[config.mk]
export PLATFORM = sky130hd
export DESIGN_NAME = fpu_addsub_sched
export DESIGN_NICKNAME = d
export VERILOG_FILES = /design/src/rtl/fpu_pkg.sv /design/src/rtl/fpu_addsub_sched_rr_arbiter.sv /design/src/rtl/fpu_addsub_sched.sv
export SDC_FILE = /design/constraint.sdc
export NUM_CORES = 1
export LEC_CHECK = 0
export ABC_CLOCK_PERIOD_IN_PS = 3500
export CORE_AREA = 2 2 106 108
export DETAILED_ROUTE_END_ITERATION = 8
export DIE_AREA = 0 0 108 110
export GPL_TIMING_DRIVEN = 0
export PLACE_DENSITY = 0.76
export SYNTH_ARGS = -nofsm -noshare
export SYNTH_HDL_FRONTEND = slang
export SYNTH_HIERARCHICAL = 1
export SYNTH_SLANG_ARGS = --single-unit
[constraint.sdc]
create_clock -name clk -period 3.5 [get_ports clk]
set_clock_uncertainty 0.1 [all_clocks]
set_input_delay 0.525 -clock clk [delete_from_list [all_inputs] [get_ports clk]]
set_output_delay 0.525 -clock clk [all_outputs]
set_load 0.005 [all_outputs]
[src/rtl/fpu_pkg.sv]
// Shared definitions for the FP add/sub scheduler: unit latency, operand width,
// op encodings and the in-flight tag record.
package fpu_pkg;

    localparam int FPU_ADDSUB_LAT = 5;
    localparam int FP_W           = 32;
    localparam int TAG_ID_W       = 3;

    localparam logic FP_OP_ADD = 1'b0;
    localparam logic FP_OP_SUB = 1'b1;

    typedef struct packed {
        logic                valid;
        logic [TAG_ID_W-1:0] id;
    } fp_tag_t;

endpackage

[src/rtl/fpu_addsub_sched_rr_arbiter.sv]
// Round-robin arbiter: priority starts just after the last granted index; the
// pointer only moves on cycles where the grant is actually taken.
module rr_arbiter #(
    parameter int N  = 2,
    parameter int IW = (N > 1) ? $clog2(N) : 1
) (
    input  logic          clk,
    input  logic          rst,
    input  logic [N-1:0]  req_i,
    input  logic          advance_i,
    output logic [N-1:0]  grant_o,
    output logic [IW-1:0] grant_idx_o
);

    logic [IW-1:0] ptr_q;
    logic [IW-1:0] ptr_d;
    logic [IW-1:0] cand_s;
    logic          found_s;
    logic          hit_s;

    // Walk the candidates ptr+1 .. ptr (mod N) and take the first requester.
    always_comb begin
        grant_o     = '0;
        grant_idx_o = '0;
        cand_s      = ptr_q;
        found_s     = 1'b0;
        hit_s       = 1'b0;
        for (int k = 0; k < N; k++) begin
            cand_s              = (cand_s == IW'(N - 1)) ? '0 : cand_s + IW'(1);
            hit_s               = !found_s && req_i[cand_s];
            grant_o[cand_s]     = grant_o[cand_s] | hit_s;
            grant_idx_o         = hit_s ? cand_s : grant_idx_o;
            found_s             = found_s | hit_s;
        end
    end

    // Next pointer value.
    always_comb begin
        ptr_d = advance_i ? grant_idx_o : ptr_q;
    end

    // Pointer register.
    always_ff @(posedge clk) begin
        if (rst) begin
            ptr_q <= '0;
        end else begin
            ptr_q <= ptr_d;
        end
    end

endmodule

[src/rtl/fpu_addsub_sched.sv]
// Shares one pipelined FP add/sub unit among NUM_REQ requesters and routes each
// result back to its issuer using a tag pipeline that mirrors the unit latency.
module fpu_addsub_sched
    import fpu_pkg::*;
#(
    parameter int  NUM_REQ = 2,
    parameter int  FPU_LAT = FPU_ADDSUB_LAT,
    parameter int  ID_W    = (NUM_REQ > 1) ? $clog2(NUM_REQ) : 1,
    localparam int CNT_W   = $clog2(FPU_LAT + 2)
) (
    input  logic                    clk,
    input  logic                    rst,
    input  logic [NUM_REQ-1:0]      req_valid,
    output logic [NUM_REQ-1:0]      req_ready,
    input  logic [NUM_REQ-1:0]      req_sub,
    input  logic [FP_W*NUM_REQ-1:0] req_a,
    input  logic [FP_W*NUM_REQ-1:0] req_b,
    output logic [NUM_REQ-1:0]      resp_valid,
    output logic [FP_W-1:0]         resp_result,
    output logic                    fpu_start,
    output logic                    fpu_add_sub,
    output logic [FP_W-1:0]         fpu_a,
    output logic [FP_W-1:0]         fpu_b,
    input  logic                    fpu_ready,
    input  logic [FP_W-1:0]         fpu_result,
    output logic [CNT_W-1:0]        inflight,
    output logic                    err
);

    logic [NUM_REQ-1:0] req_masked_s;
    logic [NUM_REQ-1:0] grant_s;
    logic [ID_W-1:0]    grant_idx_s;
    fp_tag_t            tag_q [FPU_LAT];
    fp_tag_t            tag_in_s;
    fp_tag_t            tail_s;
    logic               deliver_s;
    logic [NUM_REQ-1:0] resp_valid_q, resp_valid_d;
    logic [FP_W-1:0]    resp_result_q, resp_result_d;
    logic               retire_q, retire_d;
    logic [CNT_W-1:0]   inflight_q, inflight_d;
    logic               err_q, err_d;

    // No grants are offered while reset is held.
    always_comb begin
        if (rst) begin
            req_masked_s = '0;
        end else begin
            req_masked_s = req_valid;
        end
    end

    rr_arbiter #(.N(NUM_REQ), .IW(ID_W)) u_arb (
        .clk         (clk),
        .rst         (rst),
        .req_i       (req_masked_s),
        .advance_i   (fpu_start),
        .grant_o     (grant_s),
        .grant_idx_o (grant_idx_s)
    );

    assign req_ready = grant_s;
    assign fpu_start = |grant_s;

    // Grant is one-hot, so an AND-OR mux selects the winner and yields 0 when idle.
    always_comb begin
        fpu_add_sub = FP_OP_ADD;
        fpu_a       = '0;
        fpu_b       = '0;
        for (int i = 0; i < NUM_REQ; i++) begin
            fpu_add_sub = fpu_add_sub | (grant_s[i] & (req_sub[i] ? FP_OP_SUB : FP_OP_ADD));
            fpu_a       = fpu_a | ({FP_W{grant_s[i]}} & req_a[FP_W*i +: FP_W]);
            fpu_b       = fpu_b | ({FP_W{grant_s[i]}} & req_b[FP_W*i +: FP_W]);
        end
    end

    // Response, error and in-flight bookkeeping for the current cycle.
    always_comb begin
        tag_in_s       = '{valid: fpu_start, id: TAG_ID_W'(grant_idx_s)};
        tail_s         = tag_q[FPU_LAT-1];
        deliver_s      = fpu_ready && tail_s.valid;
        resp_valid_d   = '0;
        for (int i = 0; i < NUM_REQ; i++) begin
            resp_valid_d[i] = deliver_s && (tail_s.id == TAG_ID_W'(i));
        end
        resp_result_d  = deliver_s ? fpu_result : resp_result_q;
        err_d          = err_q | (fpu_ready != tail_s.valid);
        // A dropped tag still retires so the counter cannot leak.
        retire_d       = tail_s.valid;
        inflight_d     = inflight_q;
        case ({fpu_start, retire_q})
            2'b10: begin
                if (inflight_q != CNT_W'(FPU_LAT + 1)) begin
                    inflight_d = inflight_q + CNT_W'(1);
                end else begin
                    inflight_d = inflight_q;
                end
            end
            2'b01: begin
                if (inflight_q != '0) begin
                    inflight_d = inflight_q - CNT_W'(1);
                end else begin
                    inflight_d = inflight_q;
                end
            end
            default: inflight_d = inflight_q;
        endcase
    end

    // Tag pipeline shifting in lock-step with the unit.
    always_ff @(posedge clk) begin
        if (rst) begin
            for (int i = 0; i < FPU_LAT; i++) begin
                tag_q[i] <= '0;
            end
        end else begin
            tag_q[0] <= tag_in_s;
            for (int i = 1; i < FPU_LAT; i++) begin
                tag_q[i] <= tag_q[i-1];
            end
        end
    end

    // Registered response, counters and sticky error.
    always_ff @(posedge clk) begin
        if (rst) begin
            resp_valid_q  <= '0;
            resp_result_q <= '0;
            retire_q      <= 1'b0;
            inflight_q    <= '0;
            err_q         <= 1'b0;
        end else begin
            resp_valid_q  <= resp_valid_d;
            resp_result_q <= resp_result_d;
            retire_q      <= retire_d;
            inflight_q    <= inflight_d;
            err_q         <= err_d;
        end
    end

    assign resp_valid  = resp_valid_q;
    assign resp_result = resp_result_q;
    assign inflight    = inflight_q;
    assign err         = err_q;

endmodule

==> impl_results.md <==
- Status: finished clean
- Achievable Freq: 0.2978 GHz
- Post-synthesis mux area share: 0.1358
- Die width: 108 µm
- Critical R2R Launch: u_arb/ptr_q
- Fillers: 1007
- DRC: 0
- CP Buf/Inv Count: 5
- Worst hold path class: register to register
- Area Growth Syn to Fin: 126.0%
- Post-Syn Nets: 426
- Worst path depth: 8
- Initial antenna violation count: 0
- RSZ-0062 raised after global routing: false
- Final Total Pwr: 1.527 mW
- Number of CTS-inserted buffers: 5
- P_sw: 0.3300 mW
- Critical path startpoint category: primary input
- Setup crit start: rst
- Simple-gate share of the synthesized area: 0.1115
- Synth Warn #: 6
- Part of the Yosys area used for sequential elements: 0.4055
- Worst vdd ir: 0.0001808 V
- R2R Setup Slk: 920 ps
- Core Box Area: 10700 µm²
- Post-Route Utilization: 0.5215
- Fin crit share: 0.9595
- Power share of the clock group: 0.320
- Top delay family on crit path: buffers and inverters
- CP Capture Type: output pin
- Crit path time final: 3358 ps
- Initial Util: 0.2308
- Placed cell area: 5366 µm²
- CP Capture Point: fpu_b[8]
- Deepest clock path buffer count: 2
- Die extent in y: 110 µm
- Rows: 38
- Power Dens Cells: 273.7 nW/µm²
- Netlist cell types: 26
- ANT nets after route: 0
- WP data arrival: 2730 ps
- Internal Power: 1.197 mW
- Routed WL: 11.45 mm
- Xor and xnor fraction of the mapped netlist area: 0.007096
- Clock tree from TritonCTS: built
- Vias per cell: 4.539
- CP required: 2870 ps
- Critical Path Fanout Max: 16
- CP max stage delay: 560 ps
- Cell taking the most area after synthesis: dfxtp_1
- MaxCap Viol Count: 0
- Antenna diode count: 0
- Worst path cell trace: clkdlybuf4s50_1 > buf_6 > nor2b_4 > a21boi_4 > buf_6 > clkbuf_4 > a22o_1 > clkdlybuf4s50_1
- Final setup fails: 0
- Area fraction of the dominant cell type after synthesis: 0.4055
- GRT overflow: 0
- Placer Congestion: 0.8036
- Slew Limit Fails: 0
- Die ar.: 11880 µm²
- Number of setup buffers added after CTS: 0
- Clk pin slew, worst setup/hold paths: 90 ps
- FF+latch count, synth: 50
- Complex-gate fraction of the synthesized area: 0.2636
- Drt wl/cell: 17.02 µm
- Root Driver: clkbuf_8
- Worst-skew pair later-pin latency: 290 ps
- Global Route Usage Sum: 0.1745
- Largest net degree at the start of global routing: 17
- Layout cells sized above 1: 0.06379
- First-pass GRT wire length: 15.99 mm
- Slew margin rel.: 0.6540
- Slowest cell on crit path: clkdlybuf4s50_1
- Post-layout net count: 704
- Placed wire-length estimate: 9.709 mm
- Critical R2R Capture: inflight[2]
- Syn_area_per_cell: 9.719 µm²
- Cells after Synth: 254
- CTS sink cnt: 50
- Buffers added on ports: 272
- Ranking of synthesized cells by area: dfxtp_1 41%, a22o_1 23%, mux2i_1 13%
- Largest family of logic cells by synthesized area: compound AO/OA/AOI/OAI gates
- Seq pwr share: 0.382
- Drt pass-1 iters: 4
- H-tree Lvls: 2
- Logic pwr share: 0.298
- Net Sw Frac: 0.2161
- Endpoints failing hold: 0
- Slew @ Worst Pin: 519.0 ps
- Static leakage: 2.119 nW
- Final Cell Area: 5579 µm²
- Reg2reg path depth: 11
- 1st-iter DRT viols: 99
- Synth Area in Adders: 0.02534
- Via count: 3055
- Top Ports: 273
- Worst Setup Path Type: primary input to output pin
- Vias in the first global route: 3102
- Cell area after synthesis: 2469 µm²
## Yosys cell counts
| cell type | n |
|---|---|
| nor3b_2 | 1 |
| buf_2 | 5 |
| ha_1 | 5 |
| dfxtp_1 | 50 |
| inv_1 | 5 |
| o21ai_0 | 1 |
| a22o_1 | 65 |
| o211ai_1 | 1 |
| nor3b_1 | 2 |
| a31oi_1 | 1 |
| nor2b_1 | 13 |
| xnor2_1 | 1 |
| buf_4 | 3 |
| clkbuf_1 | 11 |
| a21boi_0 | 2 |
| a21oi_1 | 3 |
| o211ai_2 | 1 |
| nor2_1 | 39 |
| a31o_1 | 1 |
| mux2i_1 | 32 |
| mux2_4 | 1 |
| buf_1 | 5 |
| and3b_1 | 1 |
| xor2_1 | 1 |
| nand2_1 | 3 |
| a21boi_2 | 1 |
## layout make-up
| type | instances | area (µm²) | share of cell area |
|---|---|---|---|
| clock buffer | 6 | 82.58 | 0.01480 |
| clock inverter | 2 | 60.06 | 0.01076 |
| multi-input combinational | 175 | 1379 | 0.2471 |
| timing repair buffer | 272 | 2723 | 0.4880 |
| buffer | 23 | 140.1 | 0.02512 |
| sequential | 50 | 1001 | 0.1794 |
| tap | 140 | 175.2 | 0.03140 |
| inverter | 5 | 18.77 | 0.003364 |
## layout by cell type, fill, tap and decap left out, types with 2 or more instances in the layout
cell type,count
a21boi_4,2
bufinv_16,2
a21oi_1,3
nand2_1,3
clkbuf_8,6
mux2i_1,32
nor2b_1,11
ha_1,5
nor2b_4,2
clkdlybuf4s50_1,272
clkbuf_1,5
clkbuf_2,3
clkbuf_4,2
inv_1,5
buf_4,3
nor2_1,39
buf_2,7
nor3b_1,2
dfxtp_1,50
a22o_1,65
buf_6,3
## what timing repair did
| item | in CTS | in global routing |
|---|---|---|
| gates cloned | 0 | 0 |
| endpoints found under the setup margin | 70 | 43 |
| hold buffers | 0 | 0 |
| pin swaps | 0 | 0 |
| resized for setup | 21 | 9 |
## registers in the layout, indices dropped and copies added, names as in the netlist
signal / cells
u_arb/ptr_q: 1
inflight: 3
resp_result: 32
tag_q: 10
retire_q: 1
resp_valid: 2
err: 1
## per-layer routing
layer  GRT usage  vias to the layer above  wire [µm]  share of wire
met4     0.05495                        0        245          0.021
li1            -                     1482          -              -
met1      0.1808                     1417       4027           0.35
met2      0.3270                      144       6009           0.52
met5           0                        -          0              0
met3     0.06408                       12       1171           0.10
## cell families after synthesis
kind of cell	after synthesis
flip-flops	50
XOR/XNOR	2
buffers and inverters	29
AO/OA/AOI/OAI	76
multiplexers	33
AND/OR/NAND/NOR	59
adder cells (fa/ha/maj)	5
## through the flow
stage	worst slack [ps]	hold slack, ps	cells	setup TNS [ps]
after floorplan	301.0	288.5	254	0
after global placement	-951.5	296.7	666	-47700
after detailed placement	-957.9	311.2	666	-48950
after CTS	31.63	324.7	673	0
after global routing	18.49	338.3	673	0
final	141.8	327.4	673	0
## power by group through the flow
stage / Clock, mW / Sequential [mW] / Combinational, mW
CTS: 0.502 / 0.583 / 0.457
finish: 0.489 / 0.583 / 0.455
floorplan: 0 / 0.595 / 0.109
detailed placement: 0 / 0.596 / 0.447
global placement: 0 / 0.595 / 0.443
global route: 0.525 / 0.584 / 0.485
## worst min-delay path by stage
stage,startpoint,to,cells after the start
global placement,tag_q[0][16],resp_valid[0],1
global route,tag_q[0][16],resp_valid[0],1
CTS,tag_q[0][16],resp_valid[0],1
floorplan,tag_q[0][16],resp_valid[0],1
finish,tag_q[0][16],resp_valid[0],1
detailed placement,tag_q[0][16],resp_valid[0],1
Power figures use the tool's default switching activity.
==> edit 1, RTL diff (same flow settings) <==
Make the reset (`rst`) asynchronous in 3 clocked blocks.
--- a/src/rtl/fpu_addsub_sched_rr_arbiter.sv
+++ b/src/rtl/fpu_addsub_sched_rr_arbiter.sv
@@ -40,7 +40,7 @@
     end
 
     // Pointer register.
-    always_ff @(posedge clk) begin
+    always_ff @(posedge clk or posedge rst) begin
         if (rst) begin
             ptr_q <= '0;
         end else begin
--- a/src/rtl/fpu_addsub_sched.sv
+++ b/src/rtl/fpu_addsub_sched.sv
@@ -107,7 +107,7 @@
     end
 
     // Tag pipeline shifting in lock-step with the unit.
-    always_ff @(posedge clk) begin
+    always_ff @(posedge clk or posedge rst) begin
         if (rst) begin
             for (int i = 0; i < FPU_LAT; i++) begin
                 tag_q[i] <= '0;
@@ -121,7 +121,7 @@
     end
 
     // Registered response, counters and sticky error.
-    always_ff @(posedge clk) begin
+    always_ff @(posedge clk or posedge rst) begin
         if (rst) begin
             resp_valid_q  <= '0;
             resp_result_q <= '0;
Check against the original RTL: differs if rst is asserted again (counterexample within 4 cycles, from zero or initial values and one cycle with rst high); with rst held inactive, the same outputs for 10 cycles.
==> edit 1 against the original RTL <==
Setup slack worse by 54 ps; design area is 1.7% higher; total power is 37% higher; largest cell class unchanged; highest routed layer unchanged; wire length is 0.22% lower; first-iteration DRC count is 3.0% lower; register-to-register slack worse by 200 ps; sequential cell count stayed put; area after synthesis is 2.9% higher; combinational power is 86% higher; sequential share of layout area is 4.1 points higher.
==> edit 1: results (changes against the original RTL) <==
{| class="wikitable"
! Metric !! Value
|-
| Outcome || completed
|-
| Number of gates given a new drive strength after cts || 17 (-19%)
|-
| Count of sequential standard cells || 50 (unchanged)
|-
| Clk tree area frac || 2.51% (-0.043 points)
|-
| Layout buffer count excluding clock buffers || 294 (-0.34%)
|-
| Number of non-clock inverters || 7 (+2)
|-
| Fraction of synthesized cell area in xor and xnor cells || 0.690% (-0.020 points)
|-
| Count of mapped cells out of synthesis || 204 (-20%)
|-
| Fraction of layout instances using a drive strength above 1 || 14.8% (+8.4 points)
|-
| Mux contribution to synthesized area || 14.8% (+1.2 points)
|-
| Arithmetic-cell share of the synthesized area counting full adders, half adders and majority gates || 2.46% (-0.071 points)
|-
| Final Cell Area || 5670 µm² (+1.7%)
|-
| Maximum fanout encountered on the critical timing path || 10 (-6)
|-
| Met2 layer wire length in the routed design || 6030 µm (+0.27%)
|-
| Sum of met3 wire segment lengths after detailed routing || 1000 µm (-14%)
|-
| DP Area || 5460 µm² (+1.7%)
|-
| Setup Slack @ Placement || -735 ps (+223 ps)
|-
| Dpl cells || 617 (-7.4%)
|-
| Static Leakage || 2.34 nW (+10%)
|-
| Worst IR Drop VDD || 0.203 mV (+12%)
|-
| Fraction of power spent switching nets || 25.3% (+3.7 points)
|-
| Met2 capacity usage during global routing || 32.5% (-0.22 points)
|-
| Post CTS Setup Buffer Count || 2 (+2)
|-
| Met3 global-route usage || 5.58% (-0.82 points)
|-
| Leading cell types by total area after synthesis || dfrtp_1 49%, a22o_1 22%, mux2_2 14%, ha_1 2.5%, buf_2 2.0%
|-
| Distinct cell type count of the synthesized netlist || 24 (-7.7%)
|-
| Sequential power share || 36.1% (-2.1 points)
|-
| Synth Net Count || 376 (-12%)
|-
| Final-layout fill cell count || 938 (-6.9%)
|-
| GR Layer Usage met1 || 20.2% (+2.1 points)
|-
| Layout multi-input combinational cell count || 129 (-26%)
|-
| Proportion of register bits with asynchronous set or reset after synthesis || 100% (+100 points)
|-
| Clock network fraction of total power || 23.4% (-8.6 points)
|-
| Transition time of the tightest slew-check pin || 399 ps (-120 ps)
|-
| Number of nets in the finished design || 659 (-6.4%)
|-
| Maximum number of pins on one net before global-route repair || 43 (+26)
|-
| Via count of the routed design || 2,873 (-6.0%)
|-
| Wire length of the first global-routing pass || 16,000 µm (+0.13%)
|-
| Final standard cell count with taps included and fillers excluded || 628 (-6.7%)
|-
| Global Route Usage Sum || 17.8% (+0.33 points)
|-
| Most used standard cells in the synthesized netlist || 65 x a22o_1, 50 x dfrtp_1, 32 x mux2_2
|}
edit 1: changes by cell type in the layout (fill, tap and decap cells not counted), sizes merged, moves of 9 or more:
cell and delta:
mux2 +32, nor2b -9, nor2 -38, dfrtp +50, dfxtp -50, mux2i -32
edit 1: worst paths after layout:
check                                   startpoint                           to  slack [ps]  cells past startpoint
max                                            rst                    fpu_b[15]          90                      7
min                             tag_q[8]$_DFF_PP0_           tag_q[4]$_DFF_PP0_         250                      0
max reg2reg                u_arb/ptr_q$_DFFE_PP0P_      inflight[2]$_DFFE_PP0P_         720                     12
min reg2reg                     tag_q[8]$_DFF_PP0_           tag_q[4]$_DFF_PP0_         250                      0
max in group asynchronous                      rst  resp_result[14]$_DFFE_PP0N_        2340                      3
min in group asynchronous                      rst      u_arb/ptr_q$_DFFE_PP0P_         420                      2
edit 1: worst max-delay path, cell delays in order:
cell and delay (ps):
clkdlybuf4s50_1 520, nor2b_2 250, a21boi_4 290, buf_4 220
clkbuf_4 210, a22o_1 200, clkdlybuf4s50_1 560
==> edit 2, RTL diff (same flow settings) <==
Without the edit above. Change the parameter `NUM_REQ` from 2 to 1.
--- a/src/rtl/fpu_addsub_sched.sv
+++ b/src/rtl/fpu_addsub_sched.sv
@@ -3,7 +3,7 @@
 module fpu_addsub_sched
     import fpu_pkg::*;
 #(
-    parameter int  NUM_REQ = 2,
+    parameter int  NUM_REQ = 1,
     parameter int  FPU_LAT = FPU_ADDSUB_LAT,
     parameter int  ID_W    = (NUM_REQ > 1) ? $clog2(NUM_REQ) : 1,
     localparam int CNT_W   = $clog2(FPU_LAT + 2)
Ports: changed (6 resized); port bits go from 273 to 205. The function was not compared with the original's and may differ.
==> edit 2 against the original RTL <==
Maximum frequency increased by 4.0%; sequential cell count decreased by 2; total power decreased by 18%; wire length decreased by 33%; area after synthesis decreased by 12%; combinational power decreased by 48%; setup slack improved by 130 ps; design area decreased by 19%; largest power group unchanged.
==> edit 2: results (changes against the original RTL) <==
{| class="wikitable"
! Metric !! Value
|-
| Worst Path Arrival || 2610 ps (-120 ps)
|-
| Outcome || completed
|-
| Synth Net Count || 341 (-20%)
|-
| Most used standard cells in the synthesized netlist || 65 x and2_1, 48 x dfxtp_1, 35 x nor2_1
|-
| Maximum number of pins on one net before global-route repair || 15 (-2)
|-
| Avg Vias per Cell || 3.98 (-12%)
|-
| Drt initial violations || 53 (-46%)
|-
| Slack of the worst reg-to-reg path || 1660 ps (+740 ps)
|-
| Sequential cell area fraction in the yosys report || 44.2% (+3.6 points)
|-
| Final-layout fill cell count || 1,050 (+4.3%)
|-
| Static Leakage || 1.65 nW (-22%)
|-
| Distinct cell type count of the synthesized netlist || 25 (-3.8%)
|-
| Worst IR Drop VDD || 0.174 mV (-3.5%)
|-
| Setup Slack @ Placement || 91.0 ps (+1050 ps)
|-
| Wire length of the first global-routing pass || 11,000 µm (-31%)
|-
| Number of nets in the finished design || 551 (-22%)
|-
| Global Route Usage Sum || 11.6% (-5.8 points)
|-
| Global placement routability congestion || 0.759 (-5.6%)
|-
| Pint || 1.01 mW (-16%)
|-
| Worst stage delay on the critical path || 500 ps (-60 ps)
|-
| Dpl hpwl || 6320 µm (-35%)
|-
| Worst reg2reg path startpoint || retire_q$_SDFF_PP0_
|-
| Port-buffer cells || 203 (-25%)
|-
| Wire length per cell || 13.0 µm (-23%)
|-
| Number of gates given a new drive strength after cts || 0 (-100%)
|-
| Via count of the first global-routing pass || 2,308 (-26%)
|-
| Leading cell types by total area after synthesis || dfxtp_1 44%, and2_1 19%, mux2i_1 15%, nor2_1 6.0%, nor2b_1 3.2%
|}
## edit 2: worst max-delay path by stage
stage               from  depth (start not counted)                  endpoint  slack, ps
3_5_place_dp   req_valid                         12  inflight[2]$_SDFFE_PP0P_         90
2_1_floorplan        rst                         12  inflight[2]$_SDFFE_PP0P_        840
6_report       req_valid                          7                 fpu_b[15]        270
5_1_grt        req_valid                          7                 fpu_b[17]         90
3_3_place_gp   req_valid                         12  inflight[2]$_SDFFE_PP0P_        190
4_1_cts        req_valid                          7                 fpu_b[15]        230
## edit 2: power groups by stage
stage          sequential [mW]  clock (mW)  combinational, mW
3_5_place_dp             0.568           0              0.241
3_3_place_gp             0.567           0              0.236
2_1_floorplan            0.567           0             0.0541
4_1_cts                  0.555       0.489              0.242
5_1_grt                  0.556       0.505              0.258
6_report                 0.555       0.464              0.238
## edit 2: area by class of cell
class,count,area share (%)
multi-input cells,166,24.6
clock buffers,5,1.53
clock inverters,2,1.33
inverters,2,0.166
repair buffers,203,45.0
well taps,140,3.88
plain buffers,19,2.16
flip-flops and latches,48,21.3
## edit 2: stage by stage
step	hold WS, ps	cell area, µm²	cells
floorplan	273	2180	235
global placement	289	4380	578
detailed placement	287	4380	578
CTS	302	4510	585
global route	332	4510	585
finish	299	4510	585
## edit 2: metal layers
metal,vias to the layer above,share of wire [%],global-route usage (%)
li1,1157,-,-
met1,1070,36,12.2
met2,95,55,22.6
met3,8,8.5,3.88
met4,0,1.1,2.38
met5,-,0,0
## edit 2: cell families after synthesis
logic type	after synthesis	share of synthesized area, %
xor gates and xnor gates	2	0.805
buffers and inverters	21	4.83
muxes	32	14.7
and+or+nand+nor	119	30.5
DFF	48	44.2
AOI/OAI and AO/OA	7	1.90
other	1	0.172
adders and majority gates	5	2.88
